[config.mk]
export PLATFORM = sky130hd
export DESIGN_NAME = mdu_iterative
export DESIGN_NICKNAME = d
export VERILOG_FILES = /design/src/rtl/mdu_iterative.sv
export SDC_FILE = /design/constraint.sdc
export NUM_CORES = 2
export LEC_CHECK = 0
export CAP_MARGIN = 20
export CORE_AREA = 2 2 305 337
export DETAILED_ROUTE_END_ITERATION = 6
export DIE_AREA = 0 0 307 339
export DONT_BUFFER_PORTS = 1
export HOLD_SLACK_MARGIN = 0.12
export PLACE_DENSITY_LB_ADDON = 0.15
export SYNTH_ARGS = -nofsm -noshare
export SYNTH_HDL_FRONTEND = slang
export SYNTH_SLANG_ARGS = --single-unit
[constraint.sdc]
create_clock -name clk -period 24.8 [get_ports clk]
set_input_delay 4.96 -clock clk [delete_from_list [all_inputs] [get_ports clk]]
set_output_delay 4.96 -clock clk [all_outputs]
set_load 0.005 [all_outputs]
[src/rtl/mdu_iterative.sv]
// -----------------------------------------------------------------------------
// mdu_iterative
// Multiply/divide unit with HI/LO registers for the EX stage of a five-stage
// MIPS pipeline. Multiplies complete after a fixed MUL_LAT cycles; divides use
// a radix-2 restoring divider (one quotient bit per cycle) followed by a sign
// fix-up cycle. MTHI/MTLO write HI/LO directly in the accepting cycle.
//
// Optional build macro MDU_MADD_EN adds MADD/MADDU/MSUB/MSUBU, which
// accumulate the product into {hi,lo} at the writing edge. Without the macro
// those opcodes behave as no-ops.
//
// Parameters:
//   WIDTH   - operand and HI/LO width (>=4, even)
//   MUL_LAT - multiply latency in cycles (>=1)
//
// Ports:
//   clk   - system clock, rising edge
//   reset - asynchronous, active-high; clears all state
//   start - request; op/a/b sampled on the same edge (ignored while busy)
//   op    - operation select (MULT/MULTU/DIV/DIVU/MTHI/MTLO [+MADD family])
//   a     - rs operand (dividend / multiplicand / MT source)
//   b     - rt operand (divisor / multiplier)
//   flush - abort the in-flight op, or drop a request presented in IDLE
//   busy  - operation in progress (state != IDLE)
//   done  - one-cycle pulse when HI/LO are written by a mul/div
//   hi    - HI register
//   lo    - LO register
// -----------------------------------------------------------------------------
module mdu_iterative #(
  parameter int WIDTH   = 32,
  parameter int MUL_LAT = 5
) (
  input  logic             clk,
  input  logic             reset,
  input  logic             start,
  input  logic [3:0]       op,
  input  logic [WIDTH-1:0] a,
  input  logic [WIDTH-1:0] b,
  input  logic             flush,
  output logic             busy,
  output logic             done,
  output logic [WIDTH-1:0] hi,
  output logic [WIDTH-1:0] lo
);

  localparam logic [3:0] OP_MULT  = 4'b0000;
  localparam logic [3:0] OP_MULTU = 4'b0001;
  localparam logic [3:0] OP_DIV   = 4'b0010;
  localparam logic [3:0] OP_DIVU  = 4'b0011;
  localparam logic [3:0] OP_MTHI  = 4'b0100;
  localparam logic [3:0] OP_MTLO  = 4'b0101;
`ifdef MDU_MADD_EN
  localparam logic [3:0] OP_MADD  = 4'b1000;
  localparam logic [3:0] OP_MADDU = 4'b1001;
  localparam logic [3:0] OP_MSUB  = 4'b1010;
  localparam logic [3:0] OP_MSUBU = 4'b1011;
`endif

  localparam logic [1:0] ACC_NONE = 2'd0;
  localparam logic [1:0] ACC_ADD  = 2'd1;
  localparam logic [1:0] ACC_SUB  = 2'd2;

  // Counter must hold both MUL_LAT-1 and WIDTH-1.
  localparam int CNT_MAX = (MUL_LAT > WIDTH) ? MUL_LAT : WIDTH;
  localparam int CW      = $clog2(CNT_MAX);
  localparam logic [CW-1:0] MUL_CNT_INIT = CW'(MUL_LAT - 1);
  localparam logic [CW-1:0] DIV_CNT_INIT = CW'(WIDTH - 1);

  typedef enum logic [1:0] {
    IDLE = 2'd0,
    MUL  = 2'd1,
    DIV  = 2'd2,
    FIX  = 2'd3
  } mduStateT;

  mduStateT         state;
  logic [CW-1:0]    count;
  // regA: multiplicand, or dividend shifting out while quotient shifts in.
  // regB: multiplier, or divisor magnitude.
  logic [WIDTH-1:0] regA;
  logic [WIDTH-1:0] regB;
  logic [WIDTH-1:0] remR;
  logic             mulSigned;
  logic [1:0]       accMode;
  logic             negQ;
  logic             negR;
  logic             divZero;

  logic [2*WIDTH-1:0] mulA;
  logic [2*WIDTH-1:0] mulB;
  logic [2*WIDTH-1:0] product;
  logic [2*WIDTH-1:0] mulResult;
  logic [WIDTH:0]     divShift;
  logic               divGe;
  logic [WIDTH-1:0]   nextRem;
  logic [WIDTH-1:0]   nextQuo;
  logic [WIDTH-1:0]   quoFinal;
  logic [WIDTH-1:0]   remFinal;
  logic               divSigned;
  logic [WIDTH-1:0]   divA;
  logic [WIDTH-1:0]   divB;

  // Busy flag decoded from the state register.
  always_comb begin
    busy = (state != IDLE);
  end

  // Full-width product of the latched operands and the value written to {hi,lo}.
  always_comb begin
    if (mulSigned) begin
      mulA = {{WIDTH{regA[WIDTH-1]}}, regA};
      mulB = {{WIDTH{regB[WIDTH-1]}}, regB};
    end else begin
      mulA = {{WIDTH{1'b0}}, regA};
      mulB = {{WIDTH{1'b0}}, regB};
    end
    // Truncating the 2W x 2W product to 2W bits gives the exact signed or
    // unsigned W x W product, since the operands are extended accordingly.
    product = mulA * mulB;
    case (accMode)
      ACC_ADD: mulResult = {hi, lo} + product;
      ACC_SUB: mulResult = {hi, lo} - product;
      default: mulResult = product;
    endcase
  end

  // One restoring division step: shift in the next dividend bit and subtract.
  always_comb begin
    divShift = {remR, regA[WIDTH-1]};
    divGe    = (divShift >= {1'b0, regB});
    // When the subtraction succeeds the difference is below the divisor, so
    // the low W bits alone hold it exactly.
    if (divGe) begin
      nextRem = divShift[WIDTH-1:0] - regB;
    end else begin
      nextRem = divShift[WIDTH-1:0];
    end
    nextQuo = {regA[WIDTH-2:0], divGe};
  end

  // Sign correction of the magnitude quotient/remainder.
  always_comb begin
    // Divide by zero: the restoring loop already leaves |a| in the remainder,
    // so only the quotient needs forcing to all ones.
    if (divZero) begin
      quoFinal = {WIDTH{1'b1}};
    end else if (negQ) begin
      quoFinal = -regA;
    end else begin
      quoFinal = regA;
    end
    if (negR) begin
      remFinal = -remR;
    end else begin
      remFinal = remR;
    end
  end

  // Operand magnitudes for a divide request.
  always_comb begin
    divSigned = (op == OP_DIV);
    if (divSigned && a[WIDTH-1]) begin
      divA = -a;
    end else begin
      divA = a;
    end
    if (divSigned && b[WIDTH-1]) begin
      divB = -b;
    end else begin
      divB = b;
    end
  end

  // Control FSM, operand/result registers and HI/LO.
  always_ff @(posedge clk or posedge reset) begin
    if (reset) begin
      state     <= IDLE;
      count     <= {CW{1'b0}};
      regA      <= {WIDTH{1'b0}};
      regB      <= {WIDTH{1'b0}};
      remR      <= {WIDTH{1'b0}};
      mulSigned <= 1'b0;
      accMode   <= ACC_NONE;
      negQ      <= 1'b0;
      negR      <= 1'b0;
      divZero   <= 1'b0;
      done      <= 1'b0;
      hi        <= {WIDTH{1'b0}};
      lo        <= {WIDTH{1'b0}};
    end else begin
      done <= 1'b0;
      if (flush) begin
        // Abort wins over any request or pending write-back.
        state <= IDLE;
      end else begin
        case (state)
          IDLE: begin
            if (start) begin
              case (op)
                OP_MULT, OP_MULTU: begin
                  regA      <= a;
                  regB      <= b;
                  mulSigned <= ~op[0];
                  accMode   <= ACC_NONE;
                  count     <= MUL_CNT_INIT;
                  state     <= MUL;
                end
`ifdef MDU_MADD_EN
                OP_MADD, OP_MADDU: begin
                  regA      <= a;
                  regB      <= b;
                  mulSigned <= ~op[0];
                  accMode   <= ACC_ADD;
                  count     <= MUL_CNT_INIT;
                  state     <= MUL;
                end
                OP_MSUB, OP_MSUBU: begin
                  regA      <= a;
                  regB      <= b;
                  mulSigned <= ~op[0];
                  accMode   <= ACC_SUB;
                  count     <= MUL_CNT_INIT;
                  state     <= MUL;
                end
`endif
                OP_DIV, OP_DIVU: begin
                  regA    <= divA;
                  regB    <= divB;
                  remR    <= {WIDTH{1'b0}};
                  negQ    <= divSigned & (a[WIDTH-1] ^ b[WIDTH-1]);
                  negR    <= divSigned & a[WIDTH-1];
                  divZero <= (b == {WIDTH{1'b0}});
                  count   <= DIV_CNT_INIT;
                  state   <= DIV;
                end
                OP_MTHI: hi <= a;
                OP_MTLO: lo <= a;
                default: state <= IDLE;
              endcase
            end else begin
              state <= IDLE;
            end
          end
          MUL: begin
            if (count == {CW{1'b0}}) begin
              {hi, lo} <= mulResult;
              done     <= 1'b1;
              state    <= IDLE;
            end else begin
              count <= count - CW'(1);
            end
          end
          DIV: begin
            regA <= nextQuo;
            remR <= nextRem;
            if (count == {CW{1'b0}}) begin
              state <= FIX;
            end else begin
              count <= count - CW'(1);
            end
          end
          FIX: begin
            lo    <= quoFinal;
            hi    <= remFinal;
            done  <= 1'b1;
            state <= IDLE;
          end
          default: state <= IDLE;
        endcase
      end
    end
  end

endmodule

==> impl_summary.txt <==
----------------------------------------------------
[Routing]
  Detail Route Antenna Nets ... 0
  Drc violations ... 0
  Total Routed Length ... 189000 um
  Number of vias per cell after detailed routing ... 5.88
  First-pass iteration count of the detailed router ... 5
  Routed wire per std cell ... 24.6 um
  Overall via count from detail_route ... 45300
  Number of DRC violations after detailed-routing iteration 0 ... 3653

[Setup path]
  Nature of the critical path startpoint ... register
  Arrival time at the worst endpoint ... 10.52 ns
  Req. time, crit path ... 25.16 ns
  Slowest stage cell, crit path ... sky130_fd_sc_hd__a2111oi_0
  Crit path largest cell delay ... 0.78 ns
  Worst setup EP type ... register
  Crit path kind ... reg -> reg
  Critical Path Fanout Max ... 23
  Most common cell type on the critical path ... sky130_fd_sc_hd__fa_1

[Logic synthesis]
  Synth warn ... 0
  Number of synthesized register bits ... 172
  Post-synthesis cell type count ... 92
  Register area share after synthesis ... 7.18%
  Post-Syn Nets ... 8476
  Main flop type after synthesis ... sky130_fd_sc_hd__dfrtp_1
  Mean cell area of the mapped netlist ... 9.03 um^2
  Gate count of the mapped netlist ... 6633
  Share of synthesized registers carrying an async set or reset ... 100%
  EDFF count, synth ... 0
  Syn Std Cell Area ... 59900 um^2

[Timing]
  Worst-case headroom to the max-slew limit ... 28.7%
  Fmax ... 0.0984 GHz
  Count of final max-slew check failures ... 0
  Slew at the pin closest to its max-slew limit ... 1.06 ns
  Setup violators final ... 0
  Post-route minimum period ... 10.16 ns
  Setup TNS ... 0 ns
  Final period util ... 41.0%
  Count of endpoints failing hold in the final timing report ... 0
  Tightest hold margin ... 0.493 ns
  Final setup skew ... 0.0233 ns
  RSZ-0062 raised after global routing ... false

[Cells and area]
  Share of post-route cells with drive strength above 1 ... 2.84%
  Commonest cells after routing, fill and taps aside ... sky130_fd_sc_hd__inv_1 (1598), sky130_fd_sc_hd__fa_1 (1420), sky130_fd_sc_hd__nand2_1 (759)
  Fin nets ... 8238
  Summed area of non-filler cells in the final layout ... 61500 um^2
  Non-filler instance count after layout ... 7713
  Most common cell after layout, fill and taps aside ... sky130_fd_sc_hd__inv_1
  Area growth, synth to finish ... 2.74%
  Count of fill cells added during filler insertion ... 8842

[Clocking]
  Clock buffer count from CTS ... 17
  H-tree lvl count ... 4
  Clock Latency Late Sink ... 0.51 ns
  Quantity of gates resized following cts ... 0
  Post-CTS clock slew at the launch and capture registers of the worst setup and hold paths ... 0.09 ns
  CTS sink count ... 172
  Worst-case clock buffer depth ... 2
  Clock root buffer ... sky130_fd_sc_hd__clkbuf_16
  Clock tree from TritonCTS ... built
  Buffers inserted during post-CTS setup optimization ... 0
  Hold-fix buffers, CTS ... 0

[Global routing]
  First-pass GRT wire length ... 295000 um
  Number of antenna violations at the first check in global routing ... 10
  Largest net degree at the start of global routing ... 70
  Number of global-route vias before repair ... 48700
  Overflow left after global routing ... 0
  Global routing usage summed across all routing layers ... 38.0%

[Floorplanning]
  Width of the chip ... 307 um
  Die span in y ... 339 um
  Std cell rows ... 122
  # IOs ... 138
  Placeable core region ... 100000 um^2
  Floorplan die area ... 104000 um^2
  Starting utilization of the core area ... 59.6%

[Run status]
  Run status ... finished, final reports clean

[Placed design]
  Placed Area ... 60900 um^2
  DP Cell Count ... 7678
  Number of buffers inserted by port buffering ... 0
  Placed wire-length estimate ... 152000 um
  RePlAce Congestion ... 0.969

[Hold path]
  Hold crit path type ... reg -> reg

[Run]
  Number of max-cap violations ... 0

----------------------------------------------------
-- synth_stat cells (all sizes together), types with 30 or more instances --
cell type,n,area (um^2)
a31oi,32,200
o21ai,201,1010
fa,1420,28400
nand2,761,2860
dfrtp,172,4300
a21oi,210,1050
inv,1600,6010
nand3,36,185
ha,351,4390
xnor2,175,1530
buf,45,201
and2,516,3230
clkbuf,302,1170
o31ai,43,338
a221oi,41,359
nor2,253,960
a21o,43,323
xor2,83,727
nor3,30,166
-- path summary, 6_finish.rpt --
| kind | start | endpoint | slack (ns) | cells after the start |
|---|---|---|---|---|
| max | regA[31] | hi[31] | 14.64 | 30 |
| min | regA[15] | regA[15] | 0.49 | 2 |
| max reg2reg | regA[31] | hi[31] | 14.64 | 30 |
| min reg2reg | regA[15] | regA[15] | 0.49 | 2 |
| max in group asynchronous | reset | regA[0] | 19.09 | 2 |
| min in group asynchronous | reset | state[1] | 4.34 | 1 |
-- through the flow --
step / util, % / setup WS [ns]
after floorplan: - / 15.18
after global placement: 60.6 / 14.95
after detailed placement: 60.6 / 14.83
after CTS: 61.3 / 14.76
after global routing: 61.3 / 14.13
final: 61.3 / 14.64
-- state kept, by name, summed over array words and instances, names as in the netlist --
| signal | cells |
|---|---|
| divZero | 1 |
| negQ | 1 |
| remR | 32 |
| mulSigned | 1 |
| state | 2 |
| hi | 32 |
| done | 1 |
| regA | 32 |
| count | 5 |
| lo | 32 |
| regB | 32 |
| negR | 1 |
-- cell families after synthesis --
kind of cell	count (synthesis)	share of synthesized area, %
buffers and inverters	1948	12.3
and+or+nand+nor	1743	14.1
adders and majority gates	1773	54.8
AOI/OAI and AO/OA	728	7.63
DFF	172	7.18
muxes	11	0.186
xor gates and xnor gates	258	3.77
-- layer usage --
layer | wire length, um | GRT usage (%)
met1 | 70600 | 48.0
met2 | 89700 | 61.0
met3 | 15500 | 7.78
met4 | 13600 | 22.0
met5 | 47 | 0
-- area by class of cell --
| cell class | count | area, um^2 | area share, % |
|---|---|---|---|
| multi-input cells | 4513 | 48300 | 78.4 |
| flip-flops and latches | 172 | 4310 | 7.01 |
| repair buffers | 91 | 683 | 1.11 |
| clock buffers | 19 | 443 | 0.720 |
| diodes | 3 | 7.51 | 0.0122 |
| inverters | 1600 | 6010 | 9.77 |
| clock inverters | 13 | 200 | 0.325 |
| well taps | 1302 | 1630 | 2.65 |
-- critical path: cells and delay by family (launching register included) --
family	cells	cell delay (ns)
fa+ha+maj	11	5.49
compound gates	7	2.03
buf+inv	7	1.11
xor+xnor	1	0.14
simple gates	4	0.84
flops	1	0.35
Power is not shown: default switching activity piles up to over one toggle a cycle in this logic, so the estimate is an artifact.
